## src/rtl/flipper_collision_detector.sv

```systemverilog
// flipper_collision_detector
// Accumulates ball/flipper pixel overlap across each video frame and, at the
// frame boundary, emits a one-cycle collision pulse with the first overlap
// point and the flipper speed captured at that point. A per-hit cooldown
// ignores a number of following frames so a ball still in contact does not
// retrigger.
// Optional feature macro: FLIPPER_COLLISION_SIDE_EN adds the hitSide output
// (0 = left flipper, 1 = right flipper, split at SCREEN_MID_X).
module flipper_collision_detector #(
  parameter int COOLDOWN_FRAMES = 4,
  parameter int HIT_DEPTH_MIN   = 1,
  parameter int SCREEN_MID_X    = 320
) (
  input  logic               clk,
  input  logic               reset,
  input  logic               startOfFrame,
  input  logic               pause,
  input  logic               reset_level,
  input  logic [10:0]        pixelX,
  input  logic [10:0]        pixelY,
  input  logic               drawBall,
  input  logic               drawFlipper,
  input  logic signed [31:0] flipperSpeedX,
  output logic               collision,
  output logic [10:0]        hitX,
  output logic [10:0]        hitY,
  output logic signed [31:0] hitSpeedX,
  output logic [15:0]        overlapCount,
`ifdef FLIPPER_COLLISION_SIDE_EN
  output logic               hitSide,
`endif
  output logic               armed
);

  typedef enum logic {
    ST_ARMED    = 1'b0,
    ST_COOLDOWN = 1'b1
  } state_t;

  localparam logic [15:0] CD_INIT = 16'(COOLDOWN_FRAMES);
  localparam logic [15:0] HIT_MIN = 16'(HIT_DEPTH_MIN);
`ifdef FLIPPER_COLLISION_SIDE_EN
  localparam logic [10:0] MID_X   = 11'(SCREEN_MID_X);
`endif

  // Overlap counter saturates rather than wrapping on huge overlaps.
  function automatic logic [15:0] sat_inc(input logic [15:0] v);
    return (v == 16'hFFFF) ? v : v + 16'd1;
  endfunction

  state_t             state_q, state_d;
  logic [15:0]        cd_cnt_q, cd_cnt_d;
  logic [15:0]        acc_cnt_q, acc_cnt_d;
  logic               first_seen_q, first_seen_d;
  logic [10:0]        cap_x_q, cap_x_d;
  logic [10:0]        cap_y_q, cap_y_d;
  logic signed [31:0] cap_spd_q, cap_spd_d;
  logic               collision_q, collision_d;
  logic [10:0]        hit_x_q, hit_x_d;
  logic [10:0]        hit_y_q, hit_y_d;
  logic signed [31:0] hit_spd_q, hit_spd_d;
  logic [15:0]        overlap_count_q, overlap_count_d;
`ifdef FLIPPER_COLLISION_SIDE_EN
  logic               hit_side_q, hit_side_d;
`endif

  logic               overlap;
  logic [15:0]        acc_base;
  logic               fs_base;

  assign overlap = drawBall & drawFlipper;

  // Next-state: soft clear, paused frame handling, frame evaluation, accumulation.
  always_comb begin
    state_d         = state_q;
    cd_cnt_d        = cd_cnt_q;
    acc_cnt_d       = acc_cnt_q;
    first_seen_d    = first_seen_q;
    cap_x_d         = cap_x_q;
    cap_y_d         = cap_y_q;
    cap_spd_d       = cap_spd_q;
    collision_d     = 1'b0;
    hit_x_d         = hit_x_q;
    hit_y_d         = hit_y_q;
    hit_spd_d       = hit_spd_q;
    overlap_count_d = overlap_count_q;
`ifdef FLIPPER_COLLISION_SIDE_EN
    hit_side_d      = hit_side_q;
`endif
    acc_base        = acc_cnt_q;
    fs_base         = first_seen_q;

    if (reset_level) begin
      state_d         = ST_ARMED;
      cd_cnt_d        = '0;
      acc_cnt_d       = '0;
      first_seen_d    = 1'b0;
      cap_x_d         = '0;
      cap_y_d         = '0;
      cap_spd_d       = '0;
      hit_x_d         = '0;
      hit_y_d         = '0;
      hit_spd_d       = '0;
      overlap_count_d = '0;
`ifdef FLIPPER_COLLISION_SIDE_EN
      hit_side_d      = 1'b0;
`endif
    end else if (pause) begin
      // A paused frame boundary only discards the partial frame.
      if (startOfFrame) begin
        acc_cnt_d    = '0;
        first_seen_d = 1'b0;
      end
    end else begin
      if (startOfFrame) begin
        overlap_count_d = acc_cnt_q;
        if (state_q == ST_ARMED) begin
          if (acc_cnt_q >= HIT_MIN) begin
            collision_d = 1'b1;
            hit_x_d     = cap_x_q;
            hit_y_d     = cap_y_q;
            hit_spd_d   = cap_spd_q;
`ifdef FLIPPER_COLLISION_SIDE_EN
            hit_side_d  = (cap_x_q >= MID_X);
`endif
            if (COOLDOWN_FRAMES > 0) begin
              state_d  = ST_COOLDOWN;
              cd_cnt_d = CD_INIT;
            end
          end
        end else begin
          cd_cnt_d = cd_cnt_q - 16'd1;
          if (cd_cnt_q <= 16'd1) begin
            cd_cnt_d = '0;
            state_d  = ST_ARMED;
          end
        end
        // The boundary pixel itself opens the new frame.
        acc_base = '0;
        fs_base  = 1'b0;
      end
      acc_cnt_d    = overlap ? sat_inc(acc_base) : acc_base;
      first_seen_d = fs_base | overlap;
      if (overlap && !fs_base) begin
        cap_x_d   = pixelX;
        cap_y_d   = pixelY;
        cap_spd_d = flipperSpeedX;
      end
    end
  end

  // State and datapath registers with synchronous reset.
  always_ff @(posedge clk) begin
    if (reset) begin
      state_q         <= ST_ARMED;
      cd_cnt_q        <= '0;
      acc_cnt_q       <= '0;
      first_seen_q    <= 1'b0;
      cap_x_q         <= '0;
      cap_y_q         <= '0;
      cap_spd_q       <= '0;
      collision_q     <= 1'b0;
      hit_x_q         <= '0;
      hit_y_q         <= '0;
      hit_spd_q       <= '0;
      overlap_count_q <= '0;
`ifdef FLIPPER_COLLISION_SIDE_EN
      hit_side_q      <= 1'b0;
`endif
    end else begin
      state_q         <= state_d;
      cd_cnt_q        <= cd_cnt_d;
      acc_cnt_q       <= acc_cnt_d;
      first_seen_q    <= first_seen_d;
      cap_x_q         <= cap_x_d;
      cap_y_q         <= cap_y_d;
      cap_spd_q       <= cap_spd_d;
      collision_q     <= collision_d;
      hit_x_q         <= hit_x_d;
      hit_y_q         <= hit_y_d;
      hit_spd_q       <= hit_spd_d;
      overlap_count_q <= overlap_count_d;
`ifdef FLIPPER_COLLISION_SIDE_EN
      hit_side_q      <= hit_side_d;
`endif
    end
  end

  assign collision    = collision_q;
  assign hitX         = hit_x_q;
  assign hitY         = hit_y_q;
  assign hitSpeedX    = hit_spd_q;
  assign overlapCount = overlap_count_q;
  assign armed        = (state_q == ST_ARMED);
`ifdef FLIPPER_COLLISION_SIDE_EN
  assign hitSide      = hit_side_q;
`endif

endmodule

```

## config.mk

```make
export PLATFORM = sky130hd
export DESIGN_NAME = flipper_collision_detector
export DESIGN_NICKNAME = d
export VERILOG_FILES = /design/src/rtl/flipper_collision_detector.sv
export SDC_FILE = /design/constraint.sdc
export NUM_CORES = 1
export LEC_CHECK = 0
export CORE_MARGIN = 4
export CORE_UTILIZATION = 54
export DETAILED_ROUTE_END_ITERATION = 16
export PLACE_DENSITY = 0.86
export RECOVER_POWER = 25
export SYNTH_ARGS = -nofsm -noshare
export SYNTH_HDL_FRONTEND = slang
export SYNTH_SLANG_ARGS = --single-unit
export TNS_END_PERCENT = 50
```

## constraint.sdc

```tcl
create_clock -name clk -period 6.47 [get_ports clk]
set_clock_uncertainty 0.05 [all_clocks]
set_input_delay 1.294 -clock clk [delete_from_list [all_inputs] [get_ports clk]]
set_output_delay 1.294 -clock clk [all_outputs]
set_load 0.005 [all_outputs]
```

Word-level counts from Yosys, hierarchy flattened
Index checks and enable logic that the tools add are counted.
Operators by class
  mux-type cells: 16
  shift operators: 0
  $lt $le $gt $ge: 2
  add/subtract/negate cells: 2
  reduce and logical (&&, ||, !) cells: 9
  equal/unequal tests: 1
  multipliers: 0
  div/mod/pow operators: 0
  bitwise logic cells: 5
Operator list (number)
  two-way mux 16 bit: 9
  adder 16 x 1 -> 16 bit, second input constant: 1
  equality test 16 bit, second input constant: 1
  >= comparator 16 x 1 -> 1 bit, second input constant: 1
  less-or-equal comparator 16 x 1 -> 1 bit, second input constant: 1
  subtractor 16 x 1 -> 16 bit, second input constant: 1
  two-way mux 1 bit: 7
  OR reduction 5 bit: 1
  AND reduction 2 bit: 2
  AND reduction 4 bit: 1
  inverter 1 bit: 3
  AND reduction 3 bit: 1
  nonzero test 2 bit: 1
  OR reduction 2 bit: 1
  AND 1 bit: 1
  logical AND 1 bit: 1
  logical NOT 1 bit: 1
  OR 1 bit: 1
Word-level totals
  bits in writable memories: 0
  output and inout bits: 72
  latch bits: 0
  ROM bits: 0
  register bits: 159
  input bits: 61
  logic and storage cells: 47
  memories: 0

Longest topological paths before layout
  depth after elaboration: 7
  depth in mapped cells: 9
  depth with buffers taken out: 7

Worst setup path after synthesis
Ideal clock, no wire load.
  path kind: input -> register
  from: input port startOfFrame
  to: register acc_cnt_q[3]
  slack: 3.191 ns
  buffers on the path: 2
  data required time: 6.305 ns
  arrival time: 3.114 ns
  cell stages on the path: 9
  setup time: 0.115 ns
  cells stage by stage: clkbuf_1 > nor2b_1 > ha_1 > and4b_1 > nand4_1 > o21ai_0 > buf_2 > nor3_1 > o21a_1
On the way
  cells in the longest elaborated chain, start to end: 7
  elaborated cells between the ends (all ways): 8
  classes of those cells: add/sub (1); eq/ne (1); mux (6)
Ends and longest elaborated chain
  from (decl): line 16  | input logic startOfFrame,
  two-way mux 16 bit *: line 115  | if (startOfFrame) begin
  two-way mux 16 bit: line 108  | end else if (pause) begin
  two-way mux 16 bit: line 93  | if (reset_level) begin
  adder 16 x 1 -> 16 bit / equality test 16 bit (equally long branches): line 48  | return (v == 16'hFFFF) ? v : v + 16'd1;
  two-way mux 16 bit: line 48
  two-way mux 16 bit: line 142  | acc_cnt_d = overlap ? sat_inc(acc_base) : acc_base;
  two-way mux 16 bit *: line 108
  to (signal assigned): line 173  | acc_cnt_q <= acc_cnt_d;
  to (decl): line 53  | logic [15:0] acc_cnt_q, acc_cnt_d;
Mark *: on every way between the ends. The rest lies on a longest branch, timed or not. The select of a mux whose other input is x is not followed.
A chain may end at the register's enable or synchronous reset.

Final worst setup path
  from: input port startOfFrame
  to: register acc_cnt_q[4]
Same word-level chain as after synthesis.

==> results list <==
- Outcome: complete, no violations
- The final hold violation count is 0.
- Across every metal layer, demand over resource in global routing totals approximately 24%.
- Post-CTS Setup Inserts: 0
- WHS: 396 ps
- Wire length of the first global-routing pass: 26100 um
- Max rail drop VDD: roughly 0.16 mV
- The worst path uses 60.1% of the clock period.
- Power spread over the standard cell area amounts to between 200 and 300 mW/mm^2.
* Sort of element at the end of the critical path: flop
* Placeable core region: 0.0110 sq mm
- Antenna cell count: 0
* Most used flip-flop cell after synthesis: sky130_fd_sc_hd__dfxtp_1
* Clock latency at the later pin of the worst-skew pair: 420 ps
* Number of DRC violations after detailed-routing iteration 0: roughly 550
- In the final timing run, aggregate negative setup slack is 0 ps.
* Via count of the first global-routing pass: 5594
* Initial cell density of the core: 56.0%
- Area growth from synthesis to layout: 32.1%
- The tree built by TritonCTS fans out to 159 sinks.
- In the synthesized netlist the async set-or-reset flop fraction comes to 0%.
- TritonCTS built the clock tree.
* Most frequent cells in the layout: sky130_fd_sc_hd__nand2_1 (266), sky130_fd_sc_hd__dfxtp_1 (159), sky130_fd_sc_hd__a21oi_1 (139)
* Number of cells on the worst reg-to-reg path: 8
- Dividing the detail-routed wire length by the instance count gives between 15 and 20 um.
* Maximum level of the CTS H-tree: 4
- Setup violations remaining at the end of the flow were counted as 0.
- In this run, post-CTS hold repair placed 0 buffers.
- Setup repair after global routing left no endpoint under its margin.
- For the pin with the worst max-slew slack, the measured transition is between 1000 and 1500 ps.
- When the netlist entered floorplanning its net count stood at 848.
- Number of instances in the synthesized netlist: 784
- Clock buffer count from CTS: 17
- The floorplan step defined a die boundary enclosing 0.0132 sq mm.
- The congestion estimate from routability-driven global placement came to 0.950.
- Endpoint arrival time on the critical path: 4150 ps
* Setup CP Type: in -> reg
* Cell count of the worst hold path: 2
- Counting flops with a built-in enable in the synthesized netlist gives 0.
* Overall via count from detail_route: 5787
- Detailed placement ended at an HPWL of just over 10000 um.
- After clock tree synthesis, the clock-pin slew on the worst setup and hold paths is 60 ps.
- Headroom to the max-slew limit came out at 27.1%.
- Fmax: between 200 and 300 MHz
* Total of max-cap violations: 0
- Max-slew violations: 0
- For this run, the number of Yosys warnings is 0.
- Cell chosen for the clock root: sky130_fd_sc_hd__clkbuf_16
- The floorplan has 38 rows.
- The count of buffers added on input and output ports is 132.
* CP required: 6740 ps
- STA classifies the critical path startpoint as an input port.
- Clock buffer depth: 2
- First-pass DRT Iterations: 6
- The path class of the tightest hold or removal check is reg -> reg.
- Synthesis instantiated between 40 and 50 different standard cells from the library.
* Antenna violations before repair: 0
* Resize count post-CTS: 0
- Count of nets left with antenna violations after detail routing: 0
- For this run, the post-layout net count is around 950.
* Core utilization of the finished layout: between 70% and 80%
* Post-synthesis register bit count: 159
- For this run, the register share of the synthesized area comes to 51.8%.
- For this block, the routed nets add up to 15900 um of wire.
* DR vias/cell: 5.56
- Cell area after layout: a little over 0.008 sq mm
- Largest driver fanout on the critical path: 18
- From left edge to right edge, the die measures 115 um.
- Post-Syn Area: 0.00615 sq mm
* DRC Markers: 0
- Leaving out fill and tap cells, the most frequent cell in the layout is sky130_fd_sc_hd__nand2_1.
- For this design the top-level I/O count stands at 133.
* Instance area at placement: 0.00750 sq mm
- Y dimension of the die: 115 um
* Avg Inst Size Synth: around 7.8 sq um
- Layout fillers: 808
- For this design the static power due to leakage is between 2 and 3 nW.
- Of the cells placed in the final design, the portion with a size suffix greater than 1 is 5.22%.
* Maximum number of pins on one net before global-route repair: 97
* Total global routing overflow: 0
* Min cycle time layout: slightly below 4000 ps
## power breakdown
part	internal [mW]	total, mW	switching [mW]
logic	0.0407	0.0850	0.0443
clock network	0.625	1.02	0.398
registers	0.984	0.987	0.00280
total	1.65	2.09	0.445
## routing by layer
metal  global-route usage (%)  share of wire [%]  up-vias
li1                         -                  -     2855
met1                     30.7                 43     2660
met2                     39.7                 48      239
met3                     5.76                7.5       33
met5                        0                  0        -
met4                     10.8                2.0        0
## worst max-delay path, cell delays in order
cell	delay, ps
sky130_fd_sc_hd__clkdlybuf4s50_1	680
sky130_fd_sc_hd__nor2b_1	340
sky130_fd_sc_hd__ha_1	280
sky130_fd_sc_hd__and4b_1	230
sky130_fd_sc_hd__nand4_1	250
sky130_fd_sc_hd__o21ai_0	590
sky130_fd_sc_hd__buf_4	260
sky130_fd_sc_hd__nor3_1	60
sky130_fd_sc_hd__o21a_1	170
## stage by stage
| stage | std cells | setup WS [ps] | power [mW] |
|---|---|---|---|
| after detailed placement | 1009 | 2190 | 1.09 |
| after global routing | 1041 | 2330 | 2.15 |
| after global placement | 1009 | 2380 | 1.09 |
| final | 1041 | 2580 | 2.09 |
| after CTS | 1041 | 2610 | 2.10 |
| after floorplan | 784 | 3190 | 1.04 |
## registers in the layout, indices dropped and copies added, names as in the netlist
signal        count
cap_x_q          11
cd_cnt_q         16
collision         1
acc_cnt_q        16
hitSpeedX        32
cap_spd_q        32
hitY             11
first_seen_q      1
overlapCount     16
cap_y_q          11
hitX             11
state_q           1
## synth_stat cells (all sizes together) (4+ instances only)
library cell | number | area, sq um
inv | 8 | 30.0
o211ai | 4 | 30.0
nor3 | 9 | 45.0
o21ai | 17 | 85.1
or3 | 4 | 25.0
nor4 | 13 | 96.3
clkbuf | 50 | 188
dfxtp | 159 | 3180
a21oi | 139 | 696
nand2 | 267 | 1000
nor2b | 6 | 37.5
nand3 | 11 | 55.1
xnor2 | 5 | 43.8
or4 | 6 | 52.6
a31oi | 5 | 31.3
nand2b | 5 | 31.3
nand4 | 5 | 31.3
nor2 | 23 | 86.3
o21a | 5 | 37.5
## area by class of cell
cell class	count	area [sq um]	share of cell area [%]
clock buffers	22	494	6.09
clock inverters	10	126	1.56
inverters	8	30.0	0.370
multi-input cells	565	2750	33.9
flip-flops and latches	159	3180	39.2
well taps	140	175	2.16
repair buffers	137	1360	16.7
## worst paths after layout
kind / from / endpoint / slack (ps)
setup / recovery: startOfFrame / acc_cnt_q[4] / 2580
setup reg to reg: acc_cnt_q[0] / acc_cnt_q[4] / 3800
hold / removal: overlapCount[4] / overlapCount[4] / 400
hold reg to reg: overlapCount[4] / overlapCount[4] / 400
## cells by family after synthesis
logic type      after synthesis  synth area share, %
compound gates              182                 15.9
xor+xnor                      8                 1.14
fa+ha+maj                     3                0.611
simple gates                369                 26.4
buf+inv                      60                 3.68
mux                           3                0.489
flops                       159                 51.8
Power figures use the tool's default switching activity.
